File: config.mk
export PLATFORM = sky130hd
export DESIGN_NAME = button_conditioner_flat
export DESIGN_NICKNAME = d
export VERILOG_FILES = /design/src/rtl/button_conditioner_if.sv /design/src/rtl/button_conditioner.sv /design/src/flat_wrapper.sv
export SDC_FILE = /design/constraint.sdc
export NUM_CORES = 1
export LEC_CHECK = 0
export CORE_MARGIN = 2
export CORE_UTILIZATION = 32
export CTS_CLUSTER_SIZE = 14
export DETAILED_ROUTE_END_ITERATION = 8
export MAX_ROUTING_LAYER = met4
export PLACE_DENSITY_LB_ADDON = 0.12
export SYNTH_ARGS = -nofsm -noshare
export SYNTH_HDL_FRONTEND = slang
export SYNTH_SLANG_ARGS = --single-unit
File: constraint.sdc
create_clock -name clk -period 2.2 [get_ports clk]
set_input_delay 0.44 -clock clk [delete_from_list [all_inputs] [get_ports clk]]
set_output_delay 0.44 -clock clk [all_outputs]
set_load 0.02 [all_outputs]
File: src/rtl/button_conditioner_if.sv
`default_nettype none
// ============================================================================
// Module   : button_conditioner_if
// Purpose  : Raw pin in, conditioned level and event pulses out.
// Revision : 1.0 - initial release
// ============================================================================
interface button_conditioner_if;
  logic btn_in;
  logic btn;
  logic pressed;
  logic released;
  logic long_press;

  modport master (
    output btn_in,
    input  btn,
    input  pressed,
    input  released,
    input  long_press
  );

  modport slave (
    input  btn_in,
    output btn,
    output pressed,
    output released,
    output long_press
  );
endinterface
`default_nettype wire

File: src/rtl/button_conditioner.sv
`default_nettype none
// ============================================================================
// Module   : button_conditioner
// Purpose  : Synchronise, debounce and edge-detect a push-button pin.
// Revision : 1.0 - initial release
// ============================================================================
module button_conditioner #(
  parameter int CLK_FREQ      = 20_250_000,
  parameter int DEBOUNCE_MS   = 10,
  parameter int LONG_PRESS_MS = 1000,
  parameter bit ACTIVE_LOW    = 1'b1
) (
  input  logic                 clk,
  input  logic                 rst,
  button_conditioner_if.slave  bus
);

  localparam int c_db_cycles   = CLK_FREQ / 1000 * DEBOUNCE_MS;
  localparam int c_long_cycles = CLK_FREQ / 1000 * LONG_PRESS_MS;
  localparam int c_db_w        = $clog2(c_db_cycles + 1);
  localparam int c_hold_w      = $clog2(c_long_cycles + 1);

  localparam logic [c_db_w-1:0]   c_db_last   = c_db_w'(c_db_cycles - 1);
  localparam logic [c_hold_w-1:0] c_long_last = c_hold_w'(c_long_cycles - 1);
  localparam logic [c_hold_w-1:0] c_long_max  = c_hold_w'(c_long_cycles);

  typedef enum logic [1:0] {
    IDLE         = 2'd0,
    PRESS_WAIT   = 2'd1,
    PRESSED      = 2'd2,
    RELEASE_WAIT = 2'd3
  } state_t;

  state_t                r_state;
  logic                  r_sync1;
  logic                  r_sync2;
  logic [c_db_w-1:0]     r_db_cnt;
  logic [c_hold_w-1:0]   r_hold_cnt;
  logic                  r_btn;
  logic                  r_pressed;
  logic                  r_released;
  logic                  r_long_press;

  logic w_s;
  logic w_db_hit;
  logic w_rel_commit;

  // r_db_cnt holds the stable samples already seen; the current sample is
  // the DB_CYCLES-th one when the count equals DB_CYCLES-1.
  assign w_s          = r_sync2 ^ ACTIVE_LOW;
  assign w_db_hit     = (r_db_cnt == c_db_last);
  assign w_rel_commit = (r_state == RELEASE_WAIT) && !w_s && w_db_hit;

  always_ff @(posedge clk) begin
    if (rst) begin
      r_state      <= IDLE;
      r_sync1      <= ACTIVE_LOW;
      r_sync2      <= ACTIVE_LOW;
      r_db_cnt     <= '0;
      r_hold_cnt   <= '0;
      r_btn        <= 1'b0;
      r_pressed    <= 1'b0;
      r_released   <= 1'b0;
      r_long_press <= 1'b0;
    end else begin
      r_sync1      <= bus.btn_in;
      r_sync2      <= r_sync1;
      r_pressed    <= 1'b0;
      r_released   <= 1'b0;
      r_long_press <= 1'b0;

      case (r_state)
        IDLE: begin
          if (w_s) begin
            if (w_db_hit) begin
              r_state   <= PRESSED;
              r_btn     <= 1'b1;
              r_pressed <= 1'b1;
              r_db_cnt  <= '0;
            end else begin
              r_state  <= PRESS_WAIT;
              r_db_cnt <= c_db_w'(1);
            end
          end
        end
        PRESS_WAIT: begin
          if (!w_s) begin
            r_state  <= IDLE;
            r_db_cnt <= '0;
          end else if (w_db_hit) begin
            r_state   <= PRESSED;
            r_btn     <= 1'b1;
            r_pressed <= 1'b1;
            r_db_cnt  <= '0;
          end else begin
            r_db_cnt <= r_db_cnt + c_db_w'(1);
          end
        end
        PRESSED: begin
          if (!w_s) begin
            if (w_db_hit) begin
              r_state    <= IDLE;
              r_btn      <= 1'b0;
              r_released <= 1'b1;
              r_db_cnt   <= '0;
            end else begin
              r_state  <= RELEASE_WAIT;
              r_db_cnt <= c_db_w'(1);
            end
          end
        end
        RELEASE_WAIT: begin
          if (w_s) begin
            r_state  <= PRESSED;
            r_db_cnt <= '0;
          end else if (w_db_hit) begin
            r_state    <= IDLE;
            r_btn      <= 1'b0;
            r_released <= 1'b1;
            r_db_cnt   <= '0;
          end else begin
            r_db_cnt <= r_db_cnt + c_db_w'(1);
          end
        end
        default: begin
          r_state  <= IDLE;
          r_db_cnt <= '0;
        end
      endcase

      // Hold time keeps running through release bounce; a release that
      // commits on the same edge wins over the long-press pulse.
      if (r_btn) begin
        if (r_hold_cnt != c_long_max) begin
          r_hold_cnt <= r_hold_cnt + c_hold_w'(1);
        end
        if ((r_hold_cnt == c_long_last) && !w_rel_commit
            && !((r_state == PRESSED) && !w_s && w_db_hit)) begin
          r_long_press <= 1'b1;
        end
      end else begin
        r_hold_cnt <= '0;
      end
    end
  end

  assign bus.btn        = r_btn;
  assign bus.pressed    = r_pressed;
  assign bus.released   = r_released;
  assign bus.long_press = r_long_press;

endmodule
`default_nettype wire

File: src/flat_wrapper.sv
// flat-port wrapper written by rule: the top's interface ports become plain ports
module button_conditioner_flat 
#(
  parameter int CLK_FREQ      = 20_250_000,
  parameter int DEBOUNCE_MS   = 10,
  parameter int LONG_PRESS_MS = 1000,
  parameter bit ACTIVE_LOW    = 1'b1
)
  (clk, rst, bus_btn_in, bus_btn, bus_pressed, bus_released, bus_long_press);
  button_conditioner_if bus_i ();
  input  logic clk;
  input  logic rst;
  input wire logic [$bits(bus_i.btn_in)-1:0] bus_btn_in;
  output wire logic [$bits(bus_i.btn)-1:0] bus_btn;
  output wire logic [$bits(bus_i.pressed)-1:0] bus_pressed;
  output wire logic [$bits(bus_i.released)-1:0] bus_released;
  output wire logic [$bits(bus_i.long_press)-1:0] bus_long_press;
  assign bus_i.btn_in = bus_btn_in;
  assign bus_btn = bus_i.btn;
  assign bus_pressed = bus_i.pressed;
  assign bus_released = bus_i.released;
  assign bus_long_press = bus_i.long_press;
  button_conditioner #(.CLK_FREQ(CLK_FREQ), .DEBOUNCE_MS(DEBOUNCE_MS), .LONG_PRESS_MS(LONG_PRESS_MS), .ACTIVE_LOW(ACTIVE_LOW)) u_core (.clk(clk), .rst(rst), .bus(bus_i));
endmodule
==> metrics, run 1 <==
status=finished, final reports clean; Final min period=about 1900 ps; mapped cell area=approximately 0.0024 sq mm; Max Root-Sink Buffers=2; H-tree depth=2; Die Height=slightly above 90 microns; CTS tree=yes; drt wl/cell=12.6 microns; I/O Pins=7; post-route setup TNS=0 ps; DRC errors left=0; share of layout cells above drive strength 1=0.0976; Total Wirelength=roughly 5.0 mm; first-pass GRT wire length=roughly 8.7 mm; grt ovf=0; Final Hold Viols=0; CTS Hold Bufs=0; PortBufs=6; Antenna Cells=0; Critical Path AT=approximately 2100 ps; placed inst area=around 0.0027 sq mm; post-synth top area share=0.420; NumNets Final=~300; number of synthesized flops with an enable pin=0; Crit path required time=~2400 ps; Logic pwr share=0.018; Final Cell Area=0.00277 sq mm; die footprint=0.00831 sq mm; synthesized instance count=around 280; Distinct cells, synth=44; Post-synth ARST share=0; post-synthesis area per instance=between 8 and 9 sq um; max-cap viol count=0; post-CTS sizing=0; initial antenna violation count=0; f_max=just over 500 MHz; Initial DRC Count=slightly above 80; kind of critical path=flop to flop; clk_lat worst skew=between 300 and 400 ps; via count=around 2000; Worst IR Drop VDD=approximately 0.31 mV; Synth Register Bits=between 50 and 60; Cell Pwr Density=590 mW/mm^2; Row Count=31; CTS sink count=51; Num CTS Buffers=5; clock network fraction of total power=0.413; setup repair bufs after CTS=0; register area share after synthesis=0.420; Net Sw Frac=0.218; Pleak=roughly 0.9 nW; endpoints failing setup=0; Starting Density=0.333; vias in the first global route=1777; Final ANT Viol Nets=0; Crit Path Max Fanout=8; Top FF cell, synth=dfxtp_1; top cells by area, synth=dfxtp_1 (42%), xor2_1 (6.5%), nor2_1 (5.3%); fin. max-slew vios=0; Critical Path End Type=flop; period utilization=0.878; core area=0.00729 sq mm; cell taking the most area after synthesis=dfxtp_1; vias per cell=between 5 and 6; Die Wd=~91 microns; drt pass-1 iters=6; largest net degree at the start of global routing=26; Slew headroom=0.642; most frequent cell after synthesis=dfxtp_1; GP Congestion=0.792; DP HPWL=between 3 and 4 mm; Slew @ Worst Pin=~530 ps; startpoint types=flop; GRT Total Usage=0.132; Mapped Nets=~290; Power Internal=around 1.3 mW; Worst-path clk slew=100 ps; HP Class=flop to flop; RSZ-0062 raised after global routing=false; Synth-to-Final Area Change=13.9%; Post-synth top cells=dfxtp_1 (51), nor2_1 (34), nand2_1 (26); Synthesis Warnings=0; sequential share of power=0.569; switching pwr=around 360 uW; Root Buffer=clkbuf_8; Worst Skew=~11 ps
-- cells by family after synthesis --
kind of cell / after synthesis / synth area share
buffers and inverters: 14 / 0.0216
multiplexers: 2 / 0.00824
flip-flops: 51 / 0.420
AND/OR/NAND/NOR: 145 / 0.328
AO/OA/AOI/OAI: 38 / 0.106
XOR/XNOR: 28 / 0.101
adder cells (fa/ha/maj): 3 / 0.0154
-- power groups by stage --
| stage | clock network (mW) | logic [mW] | registers, mW |
|---|---|---|---|
| final | 0.675 | 0.0291 | 0.929 |
| after global routing | 0.727 | 0.0327 | 0.930 |
| after CTS | 0.696 | 0.0294 | 0.929 |
| after detailed placement | 0 | 0.0293 | 0.950 |
| after global placement | 0 | 0.0294 | 0.950 |
| after floorplan | 0 | 0.0174 | 0.949 |
-- metal layers --
layer | vias up | global-route usage | wire length, microns
met2 | 29 | 0.203 | 2240
met3 | 7 | 0.0274 | 132
met5 | - | - | 0
met4 | 0 | 0.0379 | 71
met1 | 929 | 0.176 | 2560
li1 | 1029 | - | -
-- cells in the final DEF, fill, tap and decap left out, types with 5 or more instances in the layout --
cell type	netlist	final
dfxtp_1	51	51
clkdlybuf4s50_1	0	6
nand3_1	19	19
or3_1	6	6
nor4_1	6	6
buf_4	0	9
inv_1	7	7
nor2_1	34	34
clkbuf_8	0	5
a21oi_1	10	10
xor2_1	18	18
nand4_1	12	12
nand2_1	26	26
o21ai_0	13	13
nor3_1	9	9
xnor2_1	10	10
-- worst max-delay path, stage by stage (launching register included) --
cell and delay [ps]:
dfxtp_1 470, nand3_1 360, nor4_4 620, nand4_1 170, xor2_1 160, nor2_1 50
-- final timing paths --
path	slack [ps]	to	start	cells after the start
hold reg to reg	420	u_core.r_sync2	u_core.r_sync1	1
setup / recovery	270	u_core.r_hold_cnt[18]	u_core.r_hold_cnt[4]	5
setup reg to reg	270	u_core.r_hold_cnt[18]	u_core.r_hold_cnt[4]	5
hold / removal	420	u_core.r_sync2	u_core.r_sync1	1
-- registers in the layout, indices dropped and copies added, names as in the netlist --
| signal | flops |
|---|---|
| u_core.r_state | 2 |
| u_core.bus.btn | 1 |
| u_core.bus.long_press | 1 |
| u_core.r_sync2 | 1 |
| u_core.bus.released | 1 |
| u_core.bus.pressed | 1 |
| u_core.r_db_cnt | 18 |
| u_core.r_hold_cnt | 25 |
| u_core.r_sync1 | 1 |
-- layout make-up --
class,count,area [sq um]
clock buffers,5,68.8
clock inverters,3,43.8
fillers,791,4520
inverters,7,26.3
multi-input cells,216,1360
flip-flops and latches,51,1020
well taps,99,124
repair buffers,15,128
-- through the flow --
stage / power, mW / hold WS [ps] / util / setup slack (ps) / instances
floorplan: 0.967 / 389 / - / 449 / 281
global placement: 0.980 / 394 / 0.364 / 266 / 388
detailed placement: 0.980 / 398 / 0.364 / 200 / 388
CTS: 1.65 / 421 / 0.380 / 247 / 396
global route: 1.69 / 428 / 0.380 / 64.4 / 396
finish: 1.63 / 416 / 0.380 / 269 / 396
(Power assumes the default switching activity.)
==> inputs of run 2 (changes only) <==
CORE_MARGIN = not set   (was 2)
==> run 2 against run 1 <==
Sequential share of layout area fell by 0.067 points. Clock-buffer cell count is 1 higher. Non-clock buffer count did not move. Final area increased by 0.18%. Largest cell class unchanged. Largest power group unchanged.
==> metrics, run 2 (synthesized netlist as in run 1, its figures left out) <==
status=finished, final reports clean; Starting Density=0.333; post-route setup TNS=0 ps; post-placement setup slack=between 200 and 300 ps; Root Buffer=clkbuf_8; post-CTS sizing=0; Worst-path clk slew=90 ps; HP Class=flop to flop; kind of critical path=flop to flop; Pleak=0.919 nW; fin. max-slew vios=0; Slowest cell on crit path=or4_4; clk_lat worst skew=about 310 ps; setup repair bufs after CTS=0; largest net degree at the start of global routing=26; Hold Startpoint=u_core.r_sync1; Setup WS post-layout=between 300 and 400 ps; critical path's largest stage delay=approximately 480 ps; CTS Hold Bufs=0; Top reg by flops=u_core.r_hold_cnt; H-tree depth=2; Crit path required time=approximately 2400 ps; Final min period=~1900 ps; CTS sink count=51; Worst Skew=between 8 and 9 ps; Max Root-Sink Buffers=2; max reg flops=25; Worst IR Drop VDD=between 0.2 and 0.25 mV; share of layout cells above drive strength 1=0.0976; PortBufs=6; first-pass GRT wire length=between 8 and 9 mm; Slew headroom=0.641; NumNets Final=slightly above 300; Total Wirelength=5.01 mm; Num CTS Buffers=5; Logic pwr share=0.017; drt pass-1 iters=4; Initial DRC Count=63; Net Sw Frac=0.203; period utilization=0.852; switching pwr=approximately 330 uW; Crit Path Max Fanout=8; area of the multi-input gates=0.00136 sq mm; vias per cell=approximately 4.9; Row Count=31; DP HPWL=roughly 3.5 mm; core area=between 0.007 and 0.008 sq mm; Critical Path AT=roughly 2100 ps; clock network fraction of total power=0.416; Power Internal=1.31 mW; Critical Path End Type=flop; sequential share of power=0.566; Die Wd=89.1 microns; RSZ-0062 raised after global routing=false; die footprint=0.00795 sq mm; via count=just under 2000; commonest non-fill, non-tap cell in the layout=dfxtp_1; Final Hold Viols=0; GP Congestion=0.829; GRT Total Usage=0.143; Cell Pwr Density=~600 mW/mm^2; endpoints failing setup=0; Die Height=~89 microns; Final ANT Viol Nets=0; Slew @ Worst Pin=approximately 530 ps; most frequent cells in the layout=dfxtp_1 (51), nor2_1 (34), nand2_1 (26), nand3_1 (19), xor2_1 (18); Reg-to-Reg Start=u_core.r_db_cnt[10]; crit-path cells=nand2_1 -> or4_4 -> o31a_4 -> a21o_1 -> a21o_1; drt wl/cell=roughly 13 microns; WP buf/inv=0; I/O Pins=7; f_max=about 530 MHz; startpoint types=flop; crit-path most repeated cell=a21o_1; DRC errors left=0; max-cap viol count=0; initial antenna violation count=0; Synth-to-Final Area Change=14.1%; grt ovf=0; Antenna Cells=0; Reg area=slightly above 0.001 sq mm; vias in the first global route=between 1500 and 2000; CTS tree=yes; biggest regs=u_core.r_hold_cnt (25), u_core.r_db_cnt (18), u_core.r_state (2); Top delay family on crit path=compound AO/OA/AOI/OAI gates; Crit. Startpoint=u_core.r_db_cnt[10]; # fillers=794
[run 2: cell count changes in the layout (fill, tap and decap cells not counted), sizes merged]
cell,before,now
clkinv,2,1
clkbuf,5,6
[run 2: final timing paths]
path,slack (ps),cells past startpoint,end
setup reg to reg,320,5,u_core.r_db_cnt[10]
hold reg to reg,410,1,u_core.r_sync2
setup / recovery,320,5,u_core.r_db_cnt[10]
hold / removal,410,1,u_core.r_sync2
[run 2: metrics by stage]
stage	hold slack, ps	cell area, sq um	total power, mW	instances	util
2_1_floorplan	389	2430	0.967	281	-
3_3_place_gp	397	2660	0.980	388	0.364
3_5_place_dp	393	2660	0.979	388	0.364
4_1_cts	416	2770	1.68	396	0.380
5_1_grt	428	2770	1.71	396	0.380
6_report	414	2770	1.64	396	0.380
[run 2: layout make-up]
class,instances,area share
Sequential cell,51,0.368
Tap cell,99,0.0447
Clock buffer,6,0.0298
Clock inverter,2,0.0126
Multi-Input combinational cell,216,0.489
Timing Repair Buffer,15,0.0460
Inverter,7,0.00948
[run 2: power groups by stage]
| stage | Combinational [mW] | Sequential [mW] | Clock [mW] |
|---|---|---|---|
| floorplan | 0.0174 | 0.949 | 0 |
| global route | 0.0323 | 0.929 | 0.751 |
| CTS | 0.0291 | 0.929 | 0.718 |
| global placement | 0.0291 | 0.950 | 0 |
| detailed placement | 0.0290 | 0.950 | 0 |
| finish | 0.0284 | 0.929 | 0.683 |
[run 2: metal layers]
| layer | global-route usage | up-vias | share of wire |
|---|---|---|---|
| met5 | - | - | 0 |
| met3 | 0.0388 | 8 | 0.028 |
| met4 | 0.0476 | 0 | 0.015 |
| met2 | 0.205 | 21 | 0.44 |
| li1 | - | 1022 | - |
| met1 | 0.194 | 896 | 0.51 |
==> inputs of run 3 (changes only) <==
CORE_UTILIZATION = 65   (was 32)
clock period = 2.4 ns   (was 2.2 ns; I/O delays follow)
==> run 3 against run 2 <==
Register-to-register slack improved by 150 ps. Clock skew is 1.3 ps higher. Die area fell by 50%. Final area fell by 4.2%. Clock-buffer cell count shrank 1. Global-route usage is 12 points higher. Sequential cell count unchanged. Maximum frequency down 2.4%. Setup slack better by 150 ps. Via count is 4.6% higher. Critical path depth stayed put. Critical path type unchanged.
==> metrics, run 3 (synthesized netlist as in run 1, its figures left out) <==
status=finished, final reports clean; Worst-path clk slew=about 100 ps; Crit path required time=2590 ps; most frequent cells in the layout=dfxtp_1 (51), nor2_1 (34), nand2_1 (26), nand3_1 (19), xor2_1 (18); first-pass GRT wire length=between 8 and 9 mm; endpoints failing setup=0; I/O Pins=7; clk_lat worst skew=just over 300 ps; Max Root-Sink Buffers=2; post-CTS sizing=0; Total Wirelength=around 4.7 mm; drt pass-1 iters=4; setup repair bufs after CTS=0; Die Wd=around 63 microns; via count=between 2000 and 2500; Synth-to-Final Area Change=9.27%; vias in the first global route=about 1900; Top reg by flops=u_core.r_hold_cnt; vias per cell=6.01; Final min period=~1900 ps; f_max=521 MHz; Num CTS Buffers=5; Critical Path AT=between 2000 and 2500 ps; Antenna Cells=0; period utilization=0.800; Starting Density=0.701; post-placement setup slack=432 ps; Cell Pwr Density=~520 mW/mm^2; Final Hold Viols=0; Die Height=about 63 microns; RSZ-0062 raised after global routing=false; GRT Total Usage=0.264; final cell count without fillers=around 340; CTS tree=yes; Setup WS post-layout=between 400 and 500 ps; PortBufs=6; DRC errors left=0; commonest non-fill, non-tap cell in the layout=dfxtp_1; Critical Path End Type=flop; Worst IR Drop VDD=about 0.58 mV; Root Buffer=clkbuf_8; placed inst area=between 0.002 and 0.003 sq mm; Pleak=approximately 0.88 nW; grt ovf=0; biggest regs=u_core.r_hold_cnt (25), u_core.r_db_cnt (18), u_core.r_state (2); max reg flops=25; fin. max-slew vios=0; Slew headroom=0.630; GP Congestion=a little over 0.9; Final ANT Viol Nets=0; CTS sink count=slightly above 50; kind of critical path=flop to flop; CTS Hold Bufs=0; Initial DRC Count=216; Final Cell Area=0.00266 sq mm; Tot Pwr=1.39 mW; post-route setup TNS=0 ps; die footprint=about 0.004 sq mm; core area=0.00347 sq mm; Row Count=21; share of layout cells above drive strength 1=0.0853; H-tree depth=2; NumNets Final=between 200 and 300; Slew @ Worst Pin=approximately 550 ps; largest net degree at the start of global routing=26; placed cell count=approximately 330; drt wl/cell=roughly 14 microns; Worst Skew=9.92 ps; DP HPWL=around 3.3 mm; startpoint types=flop; max-cap viol count=0; Crit Path Max Fanout=8; initial antenna violation count=0; HP Class=flop to flop
-- run 3: cell count changes in the layout (fill, tap and decap cells not counted) --
cell        change
clkinvlp_4      +1
buf_4           -4
clkinv_4        +1
clkinv_2        -1
inv_8           +1
bufinv_16       -1
clkbuf_8        -1
-- run 3: routing by layer --
layer  track usage  up-vias  routed length, microns
met5             -        -                       0
met4        0.0785        0                      42
met3        0.0489        5                     188
met2         0.441       38                    2200
met1         0.321      963                    2220
li1              -     1030                       -
-- run 3: where the power goes --
| group | switching, mW | internal, mW |
|---|---|---|
| Combinational | 0.0147 | 0.0119 |
| Sequential | 0.00292 | 0.848 |
| Clock | 0.300 | 0.214 |
| Total | 0.318 | 1.07 |
-- run 3: final cells by class --
cell class	count	area (sq um)
clock buffer	5	68.8
fill	272	813
clock inverter	3	27.5
timing repair buffer	11	97.6
inverter	7	26.3
sequential	51	1020
tap	46	57.6
multi-input combinational	216	1360
-- run 3: worst paths after layout --
check	end	slack, ps	cells after the start	startpoint
worst min register to register	u_core.r_sync2	420	1	u_core.r_sync1
worst max register to register	u_core.r_hold_cnt[24]	480	5	u_core.r_hold_cnt[4]
worst min-delay path	u_core.r_sync2	420	1	u_core.r_sync1
worst max-delay path	u_core.r_hold_cnt[24]	480	5	u_core.r_hold_cnt[4]
-- run 3: worst max-delay path, cell delays in order (launching register included) --
cell,delay (ps)
dfxtp_1,460
nand3_1,350
nor4_4,590
nand4_1,180
xor2_1,180
nor2_1,50
-- run 3: per-stage QoR --
| step | utilization | hold slack (ps) |
|---|---|---|
| final | 0.766 | 424 |
| after detailed placement | 0.738 | 401 |
| after global routing | 0.766 | 435 |
| after CTS | 0.766 | 427 |
| after floorplan | - | 389 |
| after global placement | 0.738 | 401 |
